<file path="src/rtl/arb_muxn_pkg.sv">
// Shared NoC definitions for the flit arbiters: lock-state encoding,
// channel-count limits and the source-index width helper.
package arb_muxn_pkg;

    typedef enum logic {
        ST_IDLE   = 1'b0,
        ST_LOCKED = 1'b1
    } lock_state_e;

    localparam int unsigned N_IN_MAX      = 16;
    localparam int unsigned FLIT_WIDTH_DEF = 32;

    // Width of a channel index; never narrower than one bit so N_IN=1 still
    // yields a legal port.
    function automatic int unsigned src_w(input int unsigned n);
        return (n <= 1) ? 1 : $clog2(n);
    endfunction

endpackage

</file>
<file path="src/rtl/arb_muxn_rr_arbiter.sv">
// Round-robin priority search starting at ptr, with an optional lock that
// restricts eligibility to a single source.
module rr_arbiter
    import arb_muxn_pkg::*;
#(
    parameter int unsigned N_IN  = 4,
    parameter int unsigned SRC_W = src_w(N_IN)
) (
    input  logic [N_IN-1:0]  req,
    input  logic [SRC_W-1:0] ptr,
    input  logic             lock_en,
    input  logic [SRC_W-1:0] lock_src,
    output logic [SRC_W-1:0] grant,
    output logic             grant_vld
);

    // First requester at or after ptr (wrapping), or only lock_src when locked
    always_comb begin
        int unsigned idx;
        grant     = '0;
        grant_vld = 1'b0;
        idx       = 0;
        if (lock_en) begin
            for (int unsigned i = 0; i < N_IN; i++) begin
                if (lock_src == SRC_W'(i) && req[i]) begin
                    grant     = SRC_W'(i);
                    grant_vld = 1'b1;
                end
            end
        end else begin
            for (int unsigned k = 0; k < N_IN; k++) begin
                // ptr < N_IN, so a single conditional subtract wraps the offset
                idx = 32'(ptr) + k;
                if (idx >= N_IN) idx = idx - N_IN;
                for (int unsigned i = 0; i < N_IN; i++) begin
                    if (!grant_vld && idx == i && req[i]) begin
                        grant     = SRC_W'(i);
                        grant_vld = 1'b1;
                    end
                end
            end
        end
    end

endmodule

</file>
<file path="src/rtl/arb_muxn.sv">
// N-input flit arbiter/mux with round-robin fairness, optional packet lock
// and a single registered output stage with full-throughput backpressure.
module arb_muxn
    import arb_muxn_pkg::*;
#(
    parameter  int unsigned N_IN     = 4,
    parameter  int unsigned WIDTH    = 32,
    parameter  int unsigned PKT_LOCK = 1,
    localparam int unsigned SRC_W    = src_w(N_IN)
) (
    input  logic                  clk,
    input  logic                  rst,
    input  logic [N_IN-1:0]       in_valid,
    input  logic [N_IN*WIDTH-1:0] in_data,
    input  logic [N_IN-1:0]       in_last,
    output logic [N_IN-1:0]       in_ready,
    output logic                  out_valid,
    output logic [WIDTH-1:0]      out_data,
    output logic                  out_last,
    output logic [SRC_W-1:0]      out_src,
    input  logic                  out_ready
);

    lock_state_e      state_q, state_d;
    logic [SRC_W-1:0] ptr_q, ptr_d;
    logic [SRC_W-1:0] lock_src_q, lock_src_d;
    logic             out_valid_q;
    logic [WIDTH-1:0] out_data_q;
    logic             out_last_q;
    logic [SRC_W-1:0] out_src_q;

    logic             load_en;
    logic             lock_en;
    logic [SRC_W-1:0] grant;
    logic             grant_vld;
    logic             xfer;
    logic [WIDTH-1:0] sel_data;
    logic             sel_last;

    assign load_en = !out_valid_q || out_ready;
    assign lock_en = (PKT_LOCK != 0) && (state_q == ST_LOCKED);
    assign xfer    = !rst && load_en && grant_vld;

    rr_arbiter #(
        .N_IN  (N_IN),
        .SRC_W (SRC_W)
    ) u_arb (
        .req       (in_valid),
        .ptr       (ptr_q),
        .lock_en   (lock_en),
        .lock_src  (lock_src_q),
        .grant     (grant),
        .grant_vld (grant_vld)
    );

    // N-way select of the granted channel's payload/last and its ready strobe
    always_comb begin
        in_ready = '0;
        sel_data = '0;
        sel_last = 1'b0;
        for (int unsigned i = 0; i < N_IN; i++) begin
            if (grant == SRC_W'(i)) begin
                sel_data    = in_data[i*WIDTH +: WIDTH];
                sel_last    = in_last[i];
                in_ready[i] = xfer;
            end
        end
    end

    // Next round-robin pointer and packet-lock state
    always_comb begin
        state_d    = state_q;
        lock_src_d = lock_src_q;
        ptr_d      = ptr_q;
        if (xfer) begin
            if (PKT_LOCK == 0 || sel_last)
                ptr_d = (grant == SRC_W'(N_IN - 1)) ? '0 : grant + 1'b1;
            if (PKT_LOCK != 0) begin
                case (state_q)
                    ST_IDLE: begin
                        if (!sel_last) begin
                            state_d    = ST_LOCKED;
                            lock_src_d = grant;
                        end
                    end
                    ST_LOCKED: begin
                        if (sel_last) state_d = ST_IDLE;
                    end
                    default: state_d = ST_IDLE;
                endcase
            end
        end
    end

    // Arbitration state registers
    always_ff @(posedge clk) begin
        if (rst) begin
            state_q    <= ST_IDLE;
            lock_src_q <= '0;
            ptr_q      <= '0;
        end else begin
            state_q    <= state_d;
            lock_src_q <= lock_src_d;
            ptr_q      <= ptr_d;
        end
    end

    // Output stage: load on a granted transfer, empty when nothing is granted
    always_ff @(posedge clk) begin
        if (rst) begin
            out_valid_q <= 1'b0;
            out_data_q  <= '0;
            out_last_q  <= 1'b0;
            out_src_q   <= '0;
        end else if (load_en) begin
            if (grant_vld) begin
                out_valid_q <= 1'b1;
                out_data_q  <= sel_data;
                out_last_q  <= sel_last;
                out_src_q   <= grant;
            end else begin
                out_valid_q <= 1'b0;
            end
        end
    end

    assign out_valid = out_valid_q;
    assign out_data  = out_data_q;
    assign out_last  = out_last_q;
    assign out_src   = out_src_q;

endmodule

</file>
<file path="config.mk">
export PLATFORM = sky130hd
export DESIGN_NAME = arb_muxn
export DESIGN_NICKNAME = d
export VERILOG_FILES = /design/src/rtl/arb_muxn_pkg.sv /design/src/rtl/arb_muxn_rr_arbiter.sv /design/src/rtl/arb_muxn.sv
export SDC_FILE = /design/constraint.sdc
export NUM_CORES = 1
export LEC_CHECK = 0
export CAP_MARGIN = 20
export CORE_MARGIN = 2
export CORE_UTILIZATION = 37
export DETAILED_ROUTE_END_ITERATION = 16
export GPL_ROUTABILITY_DRIVEN = 0
export GPL_TIMING_DRIVEN = 0
export PLACE_DENSITY = 0.87
export SETUP_SLACK_MARGIN = 0.3
export SLEW_MARGIN = 0
export SYNTH_ARGS = -nofsm -noshare
export SYNTH_HDL_FRONTEND = slang
export SYNTH_SLANG_ARGS = --single-unit
export TNS_END_PERCENT = 20
</file>
<file path="constraint.sdc">
create_clock -name clk -period 3.49 [get_ports clk]
set_clock_uncertainty 0.2 [all_clocks]
set_input_delay 0.698 -clock clk [delete_from_list [all_inputs] [get_ports clk]]
set_output_delay 0.698 -clock clk [all_outputs]
set_load 0.01 [all_outputs]
</file>
==> results of run 1 <==
==> flip-flops by register name (all words and copies together), names as in the netlist <==
register and flops:
out_last 1, out_src 2, out_valid 1, lock_src_q 2, ptr_q 2, out_data 32, lock_en 1
==> cell type report <==
type / instances / area (um2) / area share
clock inverter: 3 / 17.5 / 0.00340
clock buffer: 5 / 68.8 / 0.0134
multi-input combinational: 261 / 1890 / 0.367
timing repair buffer: 202 / 1940 / 0.377
sequential: 41 / 821 / 0.159
tap: 99 / 124 / 0.0241
buffer: 34 / 273 / 0.0530
inverter: 4 / 15.0 / 0.00292
==> routing by layer <==
layer / wire (um) / part of all wire / GRT usage
met4: 265 / 0.023 / 0.114
met5: 0 / 0 / 0
met2: 5870 / 0.51 / 0.517
met1: 4450 / 0.39 / 0.306
met3: 837 / 0.073 / 0.0558
==> kinds of logic (layout without fill, tap and decap cells) <==
family                   count (synthesis)  after routing  share of synthesized area
AO/OA/AOI/OAI                          115            115                      0.336
adder cells (fa/ha/maj)                  4              4                     0.0185
buffers and inverters                   38            248                     0.0623
flip-flops                              41             41                      0.303
multiplexers                             6              6                     0.0231
AND/OR/NAND/NOR                        136            136                      0.258
==> power breakdown <==
group	switching, uW	total [uW]	internal, uW
logic	1520	3080	1560
registers	102	745	643
clock network	177	315	138
==> synth_stat cells, types with 6 or more instances <==
cell | n | area [um2]
a211oi_1 | 17 | 128
a211oi_2 | 18 | 225
a21oi_1 | 33 | 165
a221oi_1 | 31 | 272
clkbuf_1 | 27 | 101
dfxtp_1 | 41 | 821
nand2_1 | 8 | 30.0
nand2b_1 | 6 | 37.5
nor2_1 | 44 | 165
nor2b_1 | 34 | 213
nor3_1 | 33 | 165
o21ai_0 | 6 | 30.0
==> worst paths after layout <==
path,startpoint,to,slack [ps],cells past startpoint
worst max register to register,ptr_q[1]$_SDFFE_PP0P_,lock_src_q[1]$_SDFFE_PP0P_,290,13
worst min-delay path,out_data[19]$_SDFFE_PP0P_,out_data[19]$_SDFFE_PP0P_,300,2
worst min register to register,out_data[19]$_SDFFE_PP0P_,out_data[19]$_SDFFE_PP0P_,300,2
worst max-delay path,in_valid[3],in_ready[2],110,12
==> repair_timing <==
action,in CTS,in global routing
endpoints found under the setup margin,41,40
resized for setup,76,28
hold buffers,0,0
pin swaps,7,6
buffers inserted,18,7
==> critical path, delay by kind of cell <==
kind | cells | cell delay, ps
AOI/OAI and AO/OA | 3 | 570
adders and majority gates | 1 | 150
buffers and inverters | 6 | 770
and+or+nand+nor | 2 | 300
==> stage by stage <==
step                worst slack (ps)  std cells  power [uW]
detailed placement             -1270        616        3330
finish                           107        649        4140
global placement               -1170        616        3250
global route                    61.1        649        4440
CTS                              195        642        3970
floorplan                        217        340        2400
==> flow_metrics.tcl, run 1 <==
set metrics [dict create \
    status "complete, no violations" \
    fillers 547 \
    drt_first_iter_violations 94 \
    peakVddDrop_mv 0.488 \
    grt_pass1_wl_um 17100 \
    syn_area_um2 2710 \
    wirelength_um 11400 \
    grt_setup_unrepaired "yes" \
    track_usage 0.278 \
    path_cells "buf_8 -> and3_4 -> a31oi_2 -> o211ai_1 -> o21ai_2 -> inv_2 -> buf_12 -> ha_4 -> clkbuf_16 -> clkbuf_16 -> nor4b_4 -> buf_2" \
    ys_ff_latch 41 \
    drv_slew 0 \
    whs_ps 302 \
    drc 0 \
    start_util 0.378 \
    path_clk_slew_ps 80 \
    ys_warn_count 0 \
    cp-end-kind "output pin" \
    dr.pass1.iters 4 \
    grt_remaining_overflow 0 \
    grt_pass1_vias 3621 \
    leakagePower_uw 0.00189 \
    finalSetupTns_ps 0 \
    final_common_cell "clkdlybuf4s50_1" \
    fmax_mhz 296 \
    synthFlopType "dfxtp_1" \
    ioPinCount 179 \
    vias 3561 \
    synth_edf_count 0 \
    final_util 0.718 \
    cpPeakStageDelay_ps 220 \
    portBuffers 177 \
    hold_viol 0 \
    worstPathRequired_ps 2590 \
    post_drt_via_cell_ratio 5.49 \
    dpl-instance-area_um2 4640 \
    syn_area_per_cell_um2 7.98 \
    synth-seq-area-share 0.303 \
    drive_gt1_frac 0.200 \
    clockBufferDepth 2 \
    setup_viol 0 \
    core_um2 7180 \
    critPathKind "in -> out" \
    clock_latency_ps 300 \
    root_buffer "clkbuf_8" \
    arrival_ps 2490 \
    hpwl_um 8360 \
    hp-class "reg -> reg" \
    cp_common_cell "clkbuf_16" \
    syn-num-nets 483 \
    mostFrequentLayoutCells "clkdlybuf4s50_1, nor2_1, dfxtp_1" \
    max_slew_margin 0.511 \
    cts_sinks 41 \
    nets 692 \
    area_growth_pct 89.8 \
    critPathMaxFanout 4 \
    final_area_um2 5150 \
    cts_max_level 2 \
    cts_tree "built" \
    die_w_um 89.6 \
    std_cell_rows 31 \
    cap_violations 0 \
    diodes 0 \
    ant_nets 0 \
    worstMarginPinSlew_ps 733 \
    period_needed_ps 3380 \
    die_h_um 89.6 \
    power_density_nw_per_um2 805 \
    synth.distinct_cells 33 \
    slowest_stage "o21ai_2" \
    antenna_found_initial 0 \
    grt_max_degree 14 \
    synth-async-reset-ratio 0 \
    period_share 0.969 \
    cp-start-kind "input pin" \
    die_area_um2 8030 \
    cts_buffers 5 \
    syn_inst 340 \
    wl_per_cell_um 17.6 \
]
Power figures use the tool's default switching activity.
==> run 2: changes to the inputs <==
--- a/config.mk
+++ b/config.mk
@@ -8,10 +8,12 @@
 export CAP_MARGIN = 20
 export CORE_MARGIN = 2
 export CORE_UTILIZATION = 37
+export CTS_BUF_LIST = sky130_fd_sc_hd__clkbuf_2
+export CTS_CLUSTER_SIZE = 8
 export DETAILED_ROUTE_END_ITERATION = 16
 export GPL_ROUTABILITY_DRIVEN = 0
 export GPL_TIMING_DRIVEN = 0
-export PLACE_DENSITY = 0.87
+export PLACE_DENSITY = 0.83
 export SETUP_SLACK_MARGIN = 0.3
 export SLEW_MARGIN = 0
 export SYNTH_ARGS = -nofsm -noshare
==> run 2 against run 1 <==
Hold slack gained 10 ps. Critical path depth decreased by 1. Sequential share of layout area is 0.80 points higher. Register-to-register slack worse by 20 ps. Clock power shrank 33%. Highest routed layer unchanged. Combinational power shrank 6%.
==> flow_metrics.tcl, run 2 (same netlist as run 1, synthesis figures left out) <==
set metrics [dict create \
    std_cell_rows 31 \
    hold_viol 0 \
    grt_pass1_vias 3467 \
    vias 3502 \
    grt_remaining_overflow 0 \
    drt_first_iter_violations 125 \
    ff2ff_path_depth 11 \
    cap_violations 0 \
    die_h_um 89.6 \
    clock_latency_ps 380 \
    die_area_um2 8030 \
    final_common_cell "clkdlybuf4s50_1" \
    dr.pass1.iters 4 \
    nets 682 \
    fmax_mhz 301 \
    r2r_end "ptr_q[1]$_SDFFE_PP0P_" \
    diodes 0 \
    cpPeakStageDelay_ps 350 \
    drive_gt1_frac 0.169 \
    critPathTopFamily "buffers and inverters" \
    clkPwrFrac 0.055 \
    p_seq_frac 0.193 \
    place_ws_ps -1250 \
    cp-startpoint "in_valid[3]" \
    post_drt_via_cell_ratio 5.48 \
    status "complete, no violations" \
    critPathKind "in -> out" \
    finalSetupTns_ps 0 \
    hold_buffers 0 \
    multi_input_area_um2 1810 \
    die_w_um 89.6 \
    setup_slack_ps 167 \
    max_slew_margin 0.521 \
    mostFrequentLayoutCells "clkdlybuf4s50_1, nor2_1, dfxtp_1" \
    fillers 568 \
    period_share 0.952 \
    ioPinCount 179 \
    cp_common_cell "clkbuf_16" \
    p_int_uw 2120 \
    cp-start-kind "input pin" \
    path_clk_slew_ps 190 \
    period_needed_ps 3320 \
    grt_max_degree 12 \
    worst-r2r-setup-slack_ps 270 \
    setup.worst_path.end "in_ready[2]" \
    hp-class "reg -> reg" \
    area_growth_pct 81.8 \
    largest_register_ff_count 32 \
    setup_viol 0 \
    cp_num_buf_inv 5 \
    cp-end-kind "output pin" \
    leakagePower_uw 0.00179 \
    worstPathRequired_ps 2590 \
    drc 0 \
    grt_pass1_wl_um 16400 \
    clockBufferDepth 2 \
    switching_share 0.448 \
    whs_ps 312 \
    slowest_stage "o31a_1" \
    antenna_found_initial 0 \
    worstMarginPinSlew_ps 719 \
    pwr-share-comb 0.753 \
    peakVddDrop_mv 0.446 \
    root_buffer "clkbuf_2" \
    ant_nets 0 \
    crit_cells 11 \
    start_util 0.378 \
    r2r_start "ptr_q[1]$_SDFFE_PP0P_" \
    wl_per_cell_um 17.6 \
    cts_max_level 2 \
    cts_tree "built" \
    cts_buffers 5 \
    arrival_ps 2430 \
    hpwl_um 8200 \
    core_um2 7180 \
    final_util 0.687 \
    switchingPower_uw 1720 \
    regArea_um2 826 \
    power_density_nw_per_um2 779 \
    critPathMaxFanout 4 \
    grt_setup_unrepaired "yes" \
    drv_slew 0 \
    portBuffers 177 \
    wirelength_um 11200 \
    path_cells "buf_8 -> and3_4 -> a31oi_1 -> nand2_1 -> o31a_1 -> inv_2 -> ha_4 -> clkbuf_16 -> clkbuf_16 -> nor4b_4 -> buf_2" \
    track_usage 0.265 \
    cts_sinks 41 \
]
-- run 2: changes by cell type in the layout (fill, tap and decap cells not counted), sizes merged --
cell and change:
clkinvlp -1, clkinv -2, clkbuf +3, buf -10
-- run 2: per-layer routing --
layer,part of all wire,routed length [um],vias up,global-route usage
li1,-,-,1672,-
met1,0.39,4390,1676,0.290
met2,0.51,5760,135,0.509
met3,0.079,890,19,0.0548
met4,0.016,184,0,0.0773
met5,0,0,-,0
-- run 2: metrics by stage --
step,power [uW],area [um2],instances
final,3840,4930,639
after CTS,3790,4920,638
after detailed placement,3320,4640,616
after global placement,3260,4640,616
after floorplan,2400,2740,340
after global routing,4110,4930,639
-- run 2: worst register-to-register path, stage by stage (launching register included) --
cell and delay (ps):
dfxtp_4 410, and3_4 170, a31oi_1 160, nand2_1 100, o31a_1 350, ha_4 210
buf_4 150, nor2b_1 130, a211oi_1 360, nor3b_1 580, mux2i_1 260, nor2_1 50
-- run 2: layout make-up --
class | instances | area share
multi-input cells | 261 | 0.367
repair buffers | 192 | 0.376
inverters | 4 | 0.00304
well taps | 99 | 0.0251
plain buffers | 34 | 0.0530
flip-flops and latches | 41 | 0.167
clock buffers | 8 | 0.00812
-- run 2: repair_timing --
| action | 4_1_cts | 5_1_grt |
|---|---|---|
| setup buffers | 14 | 1 |
| gates resized for setup | 76 | 11 |
| endpoints found under the setup margin | 41 | 29 |
| pin swaps | 10 | 0 |
| endpoints found under the hold margin | 0 | 0 |
-- run 2: worst min-delay path by stage --
stage	from	to	slack (ps)	cells after the start
after global placement	out_last$_SDFFE_PP0P_	out_last$_SDFFE_PP0P_	280	2
after CTS	out_data[19]$_SDFFE_PP0P_	out_data[19]$_SDFFE_PP0P_	310	2
final	out_data[19]$_SDFFE_PP0P_	out_data[19]$_SDFFE_PP0P_	310	2
after detailed placement	out_last$_SDFFE_PP0P_	out_last$_SDFFE_PP0P_	290	2
after global routing	out_data[19]$_SDFFE_PP0P_	out_data[19]$_SDFFE_PP0P_	330	2
after floorplan	out_src[0]$_SDFFE_PP0P_	out_src[0]$_SDFFE_PP0P_	300	2
-- run 2: power groups by stage --
| stage | combinational, uW | sequential [uW] | clock (uW) |
|---|---|---|---|
| floorplan | 1600 | 807 | 0 |
| global placement | 2520 | 739 | 0 |
| detailed placement | 2580 | 746 | 0 |
| CTS | 2840 | 738 | 210 |
| global route | 3110 | 759 | 237 |
| finish | 2890 | 741 | 210 |
